[config.mk]
export PLATFORM = sky130hd
export DESIGN_NAME = if_fetch_stage
export DESIGN_NICKNAME = d
export VERILOG_FILES = /design/src/rtl/if_pkg.sv /design/src/rtl/ifid_reg.sv /design/src/rtl/if_fetch_stage.sv
export SDC_FILE = /design/constraint.sdc
export NUM_CORES = 1
export LEC_CHECK = 0
export ABC_CLOCK_PERIOD_IN_PS = 6030
export CAP_MARGIN = 20
export CORE_MARGIN = 5
export CORE_UTILIZATION = 44
export CTS_CLUSTER_DIAMETER = 50
export CTS_CLUSTER_SIZE = 10
export DETAILED_ROUTE_END_ITERATION = 8
export PLACE_DENSITY = 0.91
export SLEW_MARGIN = 20
export SYNTH_ARGS = -nofsm -noshare
export SYNTH_HDL_FRONTEND = slang
export SYNTH_SLANG_ARGS = --single-unit
[constraint.sdc]
create_clock -name clk_i -period 6.03 [get_ports clk_i]
set_input_delay 1.206 -clock clk_i [delete_from_list [all_inputs] [get_ports clk_i]]
set_output_delay 1.206 -clock clk_i [all_outputs]
set_load 0.1 [all_outputs]
[src/rtl/if_pkg.sv]
// Shared types and constants for the instruction-fetch stage.
// The IF/ID register layout, the NOP/bubble encoding and the per-edge
// action code live here so the top level and ifid_reg agree on them.
package if_pkg;

    // Datapath width the IF/ID record is built with; the top-level XLEN
    // parameter is expected to match it.
    localparam int IF_XLEN = 32;

    // addi x0, x0, 0 -- the canonical RISC-V NOP.
    localparam logic [31:0] NOP_INSTR = 32'h0000_0013;

    // Default program counter after reset.
    localparam logic [IF_XLEN-1:0] DEFAULT_RESET_PC = 32'h0000_0000;

    // Contents of the IF/ID pipeline register.
    typedef struct packed {
        logic [IF_XLEN-1:0] pc;
        logic [IF_XLEN-1:0] pc4;
        logic [31:0]        instr;
        logic               valid;
    } ifid_t;

    // Bubble: a NOP marked invalid. pc4 stays pc+4 so the pair remains
    // self-consistent for anything downstream that reads it.
    localparam ifid_t IFID_BUBBLE = '{
        pc:    '0,
        pc4:   IF_XLEN'(4),
        instr: NOP_INSTR,
        valid: 1'b0
    };

    // What the stage does on a given edge (reset is handled in the flops).
    typedef enum logic [2:0] {
        ACT_FETCH    = 3'd0,  // capture instr_i, advance PC
        ACT_FLUSH    = 3'd1,  // bubble IF/ID, advance PC
        ACT_HALT     = 3'd2,  // out of range: bubble IF/ID, hold PC
        ACT_STALL    = 3'd3,  // hold PC and IF/ID
        ACT_REDIRECT = 3'd4   // bubble IF/ID, load aligned target PC
    } fetch_act_e;

    // Force a byte address onto a word boundary.
    function automatic logic [IF_XLEN-1:0] align_word(input logic [IF_XLEN-1:0] addr);
        return {addr[IF_XLEN-1:2], 2'b00};
    endfunction

endpackage : if_pkg

[src/rtl/ifid_reg.sv]
// IF/ID pipeline register with synchronous reset, bubble, load and hold.
// Priority inside the register: reset > bubble > load > hold.
module ifid_reg
    import if_pkg::*;
(
    input  logic  clk_i,
    input  logic  rst_i,
    input  logic  load_i,
    input  logic  bubble_i,
    input  ifid_t d_i,
    output ifid_t q_o
);

    ifid_t q;

    // IF/ID state: reset and bubble both load the bubble record.
    always_ff @(posedge clk_i) begin
        // NOTE: sequential state uses non-blocking assignments so every
        // flop samples the pre-edge values regardless of statement order.
        if (rst_i) begin
            q <= IFID_BUBBLE;
        end else if (bubble_i) begin
            q <= IFID_BUBBLE;
        end else if (load_i) begin
            q <= d_i;
        end
    end

    assign q_o = q;

endmodule : ifid_reg

[src/rtl/if_fetch_stage.sv]
// Instruction-fetch stage of the 5-stage RISC-V pipeline.
// Owns the PC, drives the combinational instruction memory and captures
// the returned word into the IF/ID register. Handles load-use stall,
// EX redirect, flush and out-of-range halt.
// Optional build macro IF_PERF_CNT_EN adds fetch/bubble counters.
module if_fetch_stage
    import if_pkg::*;
#(
    parameter int              XLEN       = IF_XLEN,
    parameter logic [XLEN-1:0] RESET_PC   = DEFAULT_RESET_PC,
    parameter int              IMEM_WORDS = 32
) (
    input  logic            clk_i,
    input  logic            rst_i,
    input  logic            stall_i,
    input  logic            flush_i,
    input  logic            redirect_i,
    input  logic [XLEN-1:0] redirect_pc_i,
    input  logic [31:0]     instr_i,
    output logic [XLEN-1:0] pc_o,
    output logic [XLEN-1:0] ifid_pc_o,
    output logic [XLEN-1:0] ifid_pc4_o,
    output logic [31:0]     ifid_instr_o,
    output logic            ifid_valid_o
`ifdef IF_PERF_CNT_EN
    ,
    output logic [31:0]     fetch_cnt_o,
    output logic [31:0]     bubble_cnt_o
`endif
);

    // One extra bit so the limit itself is representable even when the
    // memory would span the whole address space.
    localparam logic [XLEN:0] IMEM_LIMIT = (XLEN+1)'(IMEM_WORDS) << 2;

    logic [XLEN-1:0] pc_q;
    logic [XLEN-1:0] pc_d;
    logic [XLEN-1:0] pc_plus4;
    logic            out_of_range;
    fetch_act_e      act;
    logic            ifid_load;
    logic            ifid_bubble;
    ifid_t           ifid_d;
    ifid_t           ifid_q;

    assign pc_plus4     = pc_q + XLEN'(4);
    assign out_of_range = ({1'b0, pc_q} >= IMEM_LIMIT);

    // Pick this edge's action in priority order, then derive next PC and
    // IF/ID controls from it.
    always_comb begin
        // NOTE: every output of this block gets a default first, so no
        // path through the case leaves a value unassigned (no latches).
        act         = ACT_FETCH;
        pc_d        = pc_q;
        ifid_load   = 1'b0;
        ifid_bubble = 1'b0;

        if (redirect_i) begin
            act = ACT_REDIRECT;
        end else if (stall_i) begin
            act = ACT_STALL;
        end else if (out_of_range) begin
            act = ACT_HALT;
        end else if (flush_i) begin
            act = ACT_FLUSH;
        end

        case (act)
            ACT_REDIRECT: begin
                pc_d        = align_word(redirect_pc_i);
                ifid_bubble = 1'b1;
            end
            ACT_STALL: begin
                pc_d = pc_q;
            end
            ACT_HALT: begin
                ifid_bubble = 1'b1;
            end
            ACT_FLUSH: begin
                pc_d        = pc_plus4;
                ifid_bubble = 1'b1;
            end
            ACT_FETCH: begin
                pc_d      = pc_plus4;
                ifid_load = 1'b1;
            end
            default: begin
                pc_d = pc_q;
            end
        endcase
    end

    // Record presented to IF/ID on a normal fetch.
    always_comb begin
        ifid_d       = IFID_BUBBLE;
        ifid_d.pc    = pc_q;
        ifid_d.pc4   = pc_plus4;
        ifid_d.instr = instr_i;
        ifid_d.valid = 1'b1;
    end

    // Program counter register; reset wins over everything.
    always_ff @(posedge clk_i) begin
        if (rst_i) begin
            pc_q <= RESET_PC;
        end else begin
            pc_q <= pc_d;
        end
    end

    ifid_reg u_ifid_reg (
        .clk_i    (clk_i),
        .rst_i    (rst_i),
        .load_i   (ifid_load),
        .bubble_i (ifid_bubble),
        .d_i      (ifid_d),
        .q_o      (ifid_q)
    );

    assign pc_o         = pc_q;
    assign ifid_pc_o    = ifid_q.pc;
    assign ifid_pc4_o   = ifid_q.pc4;
    assign ifid_instr_o = ifid_q.instr;
    assign ifid_valid_o = ifid_q.valid;

`ifdef IF_PERF_CNT_EN
    logic [31:0] fetch_cnt_q;
    logic [31:0] bubble_cnt_q;

    // Count valid loads and every bubble-or-stall edge; both wrap.
    always_ff @(posedge clk_i) begin
        if (rst_i) begin
            fetch_cnt_q  <= '0;
            bubble_cnt_q <= '0;
        end else begin
            if (ifid_load) begin
                fetch_cnt_q <= fetch_cnt_q + 32'd1;
            end
            if (ifid_bubble || (act == ACT_STALL)) begin
                bubble_cnt_q <= bubble_cnt_q + 32'd1;
            end
        end
    end

    assign fetch_cnt_o  = fetch_cnt_q;
    assign bubble_cnt_o = bubble_cnt_q;
`endif

endmodule : if_fetch_stage

==> results_dict.tcl, run 1 <==
set metrics [dict create \
    synth-compound-area-share_pct 13.8 \
    intPower_uw 1560 \
    port_buffers 189 \
    crit_chain "clkdlybuf4s50_1 -> buf_4 -> or3_1 -> nor4_4 -> buf_4 -> nand3_1 -> a211oi_1" \
    htreeDepth 4 \
    ys.flop_type "dfxtp_1" \
    status "finished clean" \
    initial_core_util_pct 45.4 \
    slowest_delay_ps 720 \
    firstDrtPassIters 5 \
    grt_antenna_before_repair 0 \
    fin_nets 698 \
    worst_slew_pin_slew_ps 1040 \
    avgViaCountPerCell 5.43 \
    wl_per_cell_um 17.7 \
    switching_share_pct 26.6 \
    nFillCells 723 \
    die_h_um 111 \
    syn_to_final_growth_pct 57.3 \
    synth_warnings 0 \
    hpwl_mm 9.16 \
    grt_usage_pct 22.0 \
    synth-simple-area-share_pct 19.0 \
    drv_cap 0 \
    min_from "u_ifid_reg.q_o[57]" \
    critical_path_class "input pin to flop" \
    p_switching_uw 565 \
    synth_fa_ha_area_share_pct 0.562 \
    syn_inst 461 \
    combPwrFrac_pct 12.3 \
    min_to "u_ifid_reg.q_o[57]" \
    synth_cell_types 34 \
    syn_area_um2 4460 \
    grt_pass1_vias 4307 \
    core_um2 9820 \
    hold_viol 0 \
    end_kind "flop" \
    drtIter0Drc 334 \
    hold_buffers 0 \
    rows 36 \
    ant_nets 0 \
    cellPowerDensity_nw_per_um2 303 \
    fin_skew_ps 7.81 \
    die_width_um 111 \
    clk_latency_ps 510 \
    remaining_drc_errors 0 \
    vias 4194 \
    p_leak_uw 0.00264 \
    grt-ovfl-total 0 \
    hold_depth 1 \
    seq_area_frac_synth_pct 55.3 \
    reg2reg_depth 5 \
    clockPowerShare_pct 48.3 \
    synth_edf_count 0 \
    async_flop_share_pct 0 \
    ys_seq_elements 123 \
    timing.rr.end "u_ifid_reg.q_o[23]" \
    routed_wl_mm 13.7 \
    min_path_type "flop to flop" \
    grt_pass1_wl_mm 22.3 \
    cts_root_buffer "clkbuf_8" \
    p_total_uw 2120 \
    grt_max_degree 55 \
    crit_top_cell "buf_4" \
    setup_viol 0 \
    cts_tree "built" \
    fin_crit_ps 3490 \
    ir_worst_vdd_v 0.000195 \
    ioPinCount 198 \
    synthMuxAreaShare_pct 5.39 \
    cts_buffers 17 \
    clock_sinks 123 \
    avgSynthCellArea_um2 9.66 \
    drive_gt1_share_pct 7.34 \
    synth_top_family_by_area "simple AND/OR/NAND/NOR gates" \
    post-route-period-util_pct 57.9 \
    critPathMaxFanout 54 \
    startpoint_type "input pin" \
    cts.path.max_buffers 2 \
    slew_headroom_pct 30.2 \
    dieArea_um2 12200 \
    r2r_start "pc_o[23]" \
    cts_resized 0 \
    cpMaxStageDelayCell "nor4_4" \
    antenna_cells 0 \
    cts_setup_buffers 0 \
    fmax_mhz 286 \
    grt_setup_unrepaired "no" \
    seqPwrFrac_pct 39.5 \
    synth_xor_area_share_pct 0.590 \
    clkTransAtPathRegs_ps 60 \
    gp_congestion 0.718 \
    crit_arrival_ps 3900 \
    worstPathRequired_ps 6440 \
    finalSetupTns_ps 0 \
    slew_violations 0 \
    ff2ff_setup_slack_ps 3180 \
]
-- cells in the final DEF, fill, tap and decap left out, types with 2 or more instances in the layout --
cell type | netlist | layout
o31ai_1 | 3 | 3
clkinv_4 | 0 | 3
nor3_1 | 3 | 3
ha_1 | 2 | 2
a21oi_1 | 4 | 4
clkbuf_16 | 0 | 16
o21ai_0 | 42 | 42
conb_1 | 1 | 6
a2111oi_0 | 3 | 3
a311oi_1 | 6 | 6
dfxtp_1 | 123 | 123
and3_1 | 49 | 49
inv_1 | 4 | 4
nor4_1 | 6 | 6
clkinvlp_4 | 0 | 5
or4_1 | 5 | 4
mux2i_1 | 24 | 24
clkdlybuf4s50_1 | 0 | 188
nand4_1 | 5 | 5
clkbuf_8 | 0 | 3
nor2_1 | 35 | 34
xor2_1 | 2 | 2
or3_1 | 2 | 2
a211oi_1 | 35 | 35
bufinv_16 | 0 | 3
buf_4 | 6 | 5
nand3_1 | 43 | 43
-- power by group through the flow --
stage               logic [uW]  registers (uW)  clock network (uW)
floorplan                 85.1             941                   0
global placement           253             855                   0
detailed placement         257             856                   0
CTS                        258             838                1040
global route               273             840                1070
finish                     261             839                1030
-- through the flow --
stage / hold WS [ps] / std cells / setup WS, ps / instance area [um2] / util (%)
floorplan: 951 / 466 / 3240 / 4470 / -
global placement: 464 / 740 / 2100 / 6370 / 64.9
detailed placement: 469 / 740 / 2030 / 6370 / 64.9
CTS: 481 / 772 / 2550 / 6980 / 71.1
global route: 490 / 773 / 2370 / 7010 / 71.4
finish: 478 / 773 / 2540 / 7010 / 71.4
-- registers in the layout (all words and copies together) (netlist names) --
name	flops
pc_o	30
u_ifid_reg.q_o	93
-- how the worst max path moves through the flow --
stage	start	end	slack, ps	cells after the start
final	stall_i	u_ifid_reg.q_o[23]	2540	7
after global placement	stall_i	u_ifid_reg.q_o[40]	2100	6
after floorplan	stall_i	u_ifid_reg.q_o[40]	3240	6
after global routing	stall_i	u_ifid_reg.q_o[69]	2370	7
after detailed placement	stall_i	u_ifid_reg.q_o[3]	2030	6
after CTS	stall_i	u_ifid_reg.q_o[71]	2550	6
-- layer usage --
layer,wire length (um),global-route usage [%]
met1,5590,25.6
met2,6790,37.3
met5,0,0
met4,265,7.80
met3,1040,7.77
-- worst max-delay path: cells and delay by family --
| family | cells | cell delay, ps |
|---|---|---|
| buf+inv | 3 | 1100 |
| simple gates | 3 | 1290 |
| compound gates | 1 | 280 |
-- area by class of cell --
type	instances	area (um2)	area share [%]
Sequential cell	123	2460	35.1
Timing Repair Buffer	195	1950	27.9
Multi-Input combinational cell	286	1800	25.7
Clock buffer	19	442	6.30
Clock inverter	13	168	2.39
Tap cell	133	166	2.37
Inverter	4	15.0	0.214
-- Yosys cell counts, types with 5 or more instances --
library cell / number / share of area, %
mux2i_1: 24 / 5.4
nor4_1: 6 / 0.84
dfxtp_1: 123 / 55
nor2_1: 35 / 2.9
a211oi_1: 35 / 5.9
nand3_1: 43 / 4.8
a311oi_1: 6 / 1.2
clkbuf_1: 44 / 3.7
o21ai_0: 42 / 4.7
and3_1: 49 / 6.9
or4_1: 5 / 0.84
buf_4: 6 / 1.0
nand4_1: 5 / 0.70
-- kinds of logic (layout without fill, tap and decap cells) --
kind of cell,count (synthesis),count (layout)
simple gates,155,155
flops,123,123
compound gates,96,96
buf+inv,57,231
mux,24,24
xor+xnor,3,3
fa+ha+maj,2,2
other cells,1,6
(Power assumes the default switching activity.)
==> inputs of run 2 (changes only) <==
Settings changed: ABC_CLOCK_PERIOD_IN_PS 6030 to 3600, CORE_UTILIZATION 44 to 42, PLACE_DENSITY 0.91 to 0.87.
Clock period 6.03 ns to 3.6 ns, I/O delays scaled along.
==> run 2 against run 1 <==
  * Clock power is 65% higher
  * Clock skew hardly changed
  * Highest routed layer unchanged
  * Worst setup slack worse by 1700 ps
  * Clock-buffer cell count is 2 lower
  * Critical endpoint is now pc_o[12]
  * Total power is 67% higher
  * Die area is 4.3% higher
  * Register-to-register slack worse by 2100 ps
  * First-iteration DRC count is 21% higher
  * Critical path depth is 6 lower
  * Core utilization is 3.6 points lower
==> results_dict.tcl, run 2 (same netlist as run 1, synthesis figures left out) <==
set metrics [dict create \
    finalSetupTns_ps 0 \
    fin_util_pct 67.8 \
    post-route-period-util_pct 77.0 \
    p_switching_uw 961 \
    routed_wl_mm 13.6 \
    avgViaCountPerCell 5.40 \
    grt_usage_pct 20.8 \
    cts_root_buffer "clkbuf_8" \
    crit_start "pc_o[12]" \
    die_h_um 113 \
    dieArea_um2 12800 \
    multi_input_area_um2 1800 \
    vias 4205 \
    clk_latency_ps 510 \
    largest_reg_flops 93 \
    core_um2 10300 \
    slowest_delay_ps 1170 \
    critPathMaxFanout 3 \
    clock_sinks 123 \
    fin_crit_ps 2770 \
    rows 37 \
    cts_setup_buffers 0 \
    crit_family "buffers and inverters" \
    slew_headroom_pct 31.9 \
    switching_share_pct 27.1 \
    worst_slew_pin_slew_ps 1020 \
    combPwrFrac_pct 12.3 \
    grt_pass1_vias 4157 \
    crit_chain "clkdlybuf4s50_1" \
    drive_gt1_share_pct 8.55 \
    min_from "u_ifid_reg.q_o[95]" \
    p_leak_uw 0.00267 \
    remaining_drc_errors 0 \
    nFillCells 767 \
    startpoint_type "flop" \
    initial_core_util_pct 43.2 \
    clockPowerShare_pct 48.1 \
    hold_viol 0 \
    grt-ovfl-total 0 \
    die_width_um 113 \
    wl_per_cell_um 17.4 \
    slew_violations 0 \
    grt_pass1_wl_mm 21.4 \
    grt_antenna_before_repair 0 \
    min_path_type "flop to flop" \
    crit_buf_inv 1 \
    fin_skew_ps 8.12 \
    grt_setup_unrepaired "no" \
    drv_cap 0 \
    end_kind "primary output" \
    drtIter0Drc 405 \
    r2r_start "pc_o[9]" \
    clkTransAtPathRegs_ps 60 \
    cts_buffers 17 \
    antenna_cells 0 \
    crit_arrival_ps 2050 \
    seqPwrFrac_pct 39.6 \
    hpwl_mm 9.33 \
    hold_buffers 0 \
    status "finished clean" \
    final_common_cell "clkdlybuf4s50_1" \
    gp_congestion 0.754 \
    ff_latch_area_um2 2460 \
    ioPinCount 198 \
    ant_nets 0 \
    ir_worst_vdd_v 0.000338 \
    firstDrtPassIters 5 \
    port_buffers 189 \
    cpMaxStageDelayCell "clkdlybuf4s50_1" \
    final_cell_mix "182 x clkdlybuf4s50_1, 123 x dfxtp_1, 49 x and3_1" \
    cts_resized 0 \
    grt_max_degree 54 \
    fmax_mhz 361 \
    cts.path.max_buffers 2 \
    critical_path_class "flop to primary output" \
    syn_to_final_growth_pct 57.1 \
    intPower_uw 2580 \
    setup_viol 0 \
    cellPowerDensity_nw_per_um2 506 \
    cts_tree "built" \
    worstPathRequired_ps 2880 \
    htreeDepth 4 \
    fin_nets 701 \
]
run 2: cell type report:
class                      count  share of cell area (%)
sequential                   123                    35.2
timing repair buffer         198                    27.9
multi-input combinational    286                    25.7
clock buffer                  17                    5.92
clock inverter                15                    2.65
tap                          136                    2.43
inverter                       4                   0.214
run 2: power by group through the flow:
stage | combinational [uW] | sequential, uW | clock [uW]
finish | 435 | 1400 | 1700
floorplan | 142 | 1580 | 0
global placement | 427 | 1430 | 0
detailed placement | 432 | 1430 | 0
global route | 456 | 1410 | 1790
CTS | 434 | 1400 | 1730
run 2: worst paths after layout:
| path | to | slack, ps | cells past startpoint |
|---|---|---|---|
| worst min register to register | u_ifid_reg.q_o[95] | 480 | 1 |
| worst max register to register | u_ifid_reg.q_o[69] | 1040 | 5 |
| worst max-delay path | pc_o[12] | 830 | 1 |
| worst min-delay path | u_ifid_reg.q_o[95] | 480 | 1 |
run 2: routing by layer:
| layer | up-vias | wire length [um] | track usage [%] |
|---|---|---|---|
| li1 | 1999 | - | - |
| met1 | 2028 | 5620 | 25.3 |
| met2 | 155 | 6570 | 33.6 |
| met3 | 23 | 1060 | 7.54 |
| met4 | 0 | 303 | 8.09 |
| met5 | - | 0 | 0 |
run 2: metrics by stage:
stage,cell area (um2),power [uW],instances,setup WS (ps),hold slack (ps)
5_1_grt,7000,3650,779,760,491
3_5_place_dp,6400,1860,747,463,466
6_report,7000,3540,779,827,478
3_3_place_gp,6400,1860,747,596,464
4_1_cts,7000,3570,779,796,482
2_1_floorplan,4470,1720,466,947,867
==> inputs of run 3 (changes only) <==
Settings changed: ABC_CLOCK_PERIOD_IN_PS 3600 to 2400, CORE_UTILIZATION 42 to 38, PLACE_DENSITY 0.87 to 0.84.
Clock period 3.6 ns to 2.4 ns, I/O delays scaled along.
==> run 3 against run 2 <==
  * Die area increased by 9.6%
  * Largest cell class unchanged
  * Sequential power grew 50%
  * Combinational power is 52% higher
  * Flip-flop and latch count unchanged
  * Register-to-register slack worse by 930 ps
  * Wire length is 0.58% lower
  * Critical path depth up 4
  * Largest power group unchanged
==> results_dict.tcl, run 3 (same netlist as run 1, synthesis figures left out) <==
set metrics [dict create \
    fmax_mhz 436 \
    globalRouteMet2Util_pct 30.6 \
    grt-busiest-layer "met2" \
    status "finished clean" \
    p_leak_uw 0.00294 \
    rows 39 \
    syn_to_final_growth_pct 53.1 \
    crit_arrival_ps 2540 \
    hold_viol 0 \
    post-route-period-util_pct 95.5 \
    routed_wl_mm 13.5 \
    timing.rr.end "u_ifid_reg.q_o[25]" \
    grt_pass1_vias 4187 \
    p_total_uw 5200 \
    setup_viol 0 \
    min_from "u_ifid_reg.q_o[43]" \
    ioPinCount 198 \
    die_width_um 118 \
    largest_reg_flops 93 \
    hold_buffers 0 \
    grt_antenna_before_repair 0 \
    initial_core_util_pct 38.9 \
    grt_pass1_wl_mm 21.5 \
    pre_cts_ws_ps -172 \
    hold_depth 1 \
    final_common_cell "buf_4" \
    end_kind "flop" \
    cts_root_buffer "clkbuf_16" \
    stdcell_count 799 \
    fin_skew_ps 8.72 \
    slew_violations 0 \
    worstPathRequired_ps 2650 \
    final_cell_mix "143 x buf_4, 114 x dfxtp_1, 65 x clkdlybuf4s50_1" \
    final_area_um2 6820 \
    die_h_um 118 \
    critical_path_class "flop to flop" \
    combPwrFrac_pct 12.7 \
    drv_cap 0 \
    slew_headroom_pct 47.7 \
    cts_setup_buffers 0 \
    grt_max_degree 54 \
    clk_latency_ps 400 \
    grtUsageMet3_pct 5.16 \
    fin_nets 714 \
    post-place-cells 767 \
    cpMaxStageDelayCell "or4_1" \
    core_um2 11500 \
    firstDrtPassIters 4 \
    ir_worst_vdd_v 0.000539 \
    place_area_um2 6240 \
    fin_crit_ps 2290 \
    clockPowerShare_pct 46.8 \
    drive_gt1_share_pct 29.7 \
    cts_resized 0 \
    ff2ff_setup_slack_ps 110 \
    clkTransAtPathRegs_ps 60 \
    gp_congestion 0.798 \
    ant_nets 0 \
    clock_sinks 123 \
    cts.path.max_buffers 2 \
    cts_buffers 17 \
    remaining_drc_errors 0 \
    crit_chain "or4_4 -> or4_1 -> buf_4 -> o21ai_0 -> a211oi_1" \
    antenna_cells 0 \
    holdWs_ps 482 \
    switching_share_pct 29.5 \
    worst_slew_pin_slew_ps 784 \
    p_switching_uw 1540 \
    grt_usage_pct 18.5 \
    reg2reg_depth 5 \
    drtIter0Drc 401 \
    r2r_start "pc_o[9]" \
    use_met1_pct 23.5 \
    port_buffers 189 \
    vias 4146 \
    grt_setup_unrepaired "no" \
    min_to "u_ifid_reg.q_o[43]" \
    wl_per_cell_um 16.9 \
    htreeDepth 4 \
    min_path_type "flop to flop" \
    slowest_delay_ps 650 \
    hpwl_mm 9.79 \
    layout_setup_ws_ps 108 \
    seqPwrFrac_pct 40.5 \
    startpoint_type "flop" \
    cts_tree "built" \
    avgViaCountPerCell 5.19 \
    grt-ovfl-total 0 \
    dieArea_um2 14000 \
    cellPowerDensity_nw_per_um2 762 \
    critPathMaxFanout 19 \
    intPower_uw 3660 \
]
## run 3: changes by cell type in the layout (fill, tap and decap cells not counted), moves of 3 or more
cell,delta
dfxtp_2,+7
dfxtp_1,-9
buf_4,+129
clkdlybuf4s50_1,-117
inv_8,+5
bufinv_16,-3
## run 3: final cells by class
cell class | count | area [um2]
timing repair buffer | 211 | 1770
clock inverter | 15 | 148
tap | 143 | 179
sequential | 123 | 2480
inverter | 4 | 15.0
clock buffer | 17 | 425
multi-input combinational | 286 | 1810
fill | 962 | 4650
## run 3: worst max-delay path by stage
stage | from | endpoint | slack, ps | depth (start not counted)
floorplan | pc_o[24] | u_ifid_reg.q_o[68] | 10 | 7
global placement | stall_i | u_ifid_reg.q_o[37] | -130 | 6
detailed placement | stall_i | pc_o[5] | -170 | 5
CTS | pc_o[9] | pc_o[5] | 20 | 4
global route | pc_o[9] | u_ifid_reg.q_o[25] | 40 | 5
finish | pc_o[9] | u_ifid_reg.q_o[25] | 110 | 5
## run 3: metal layers
metal	share of wire, %	wire length [um]
met2	49	6550
met3	6.4	861
met1	44	5870
met5	0	0
met4	1.4	195
## run 3: worst max-delay path, delay by kind of cell, from the launching register on
family / cells / cell delay (ps)
AO/OA/AOI/OAI: 2 / 300
buffers and inverters: 1 / 250
flip-flops: 1 / 340
AND/OR/NAND/NOR: 2 / 1240
## run 3: power by group through the flow
| stage | clock network, uW | logic (uW) | registers, uW |
|---|---|---|---|
| 2_1_floorplan | 0 | 214 | 2370 |
| 3_3_place_gp | 0 | 649 | 2150 |
| 3_5_place_dp | 0 | 658 | 2150 |
| 4_1_cts | 2480 | 661 | 2110 |
| 5_1_grt | 2580 | 693 | 2110 |
| 6_report | 2430 | 660 | 2100 |
## run 3: stage by stage
stage	setup TNS, ps	util (%)
2_1_floorplan	0	-
3_3_place_gp	-4910	54.4
3_5_place_dp	-4760	54.4
4_1_cts	0	59.4
5_1_grt	0	59.5
6_report	0	59.5
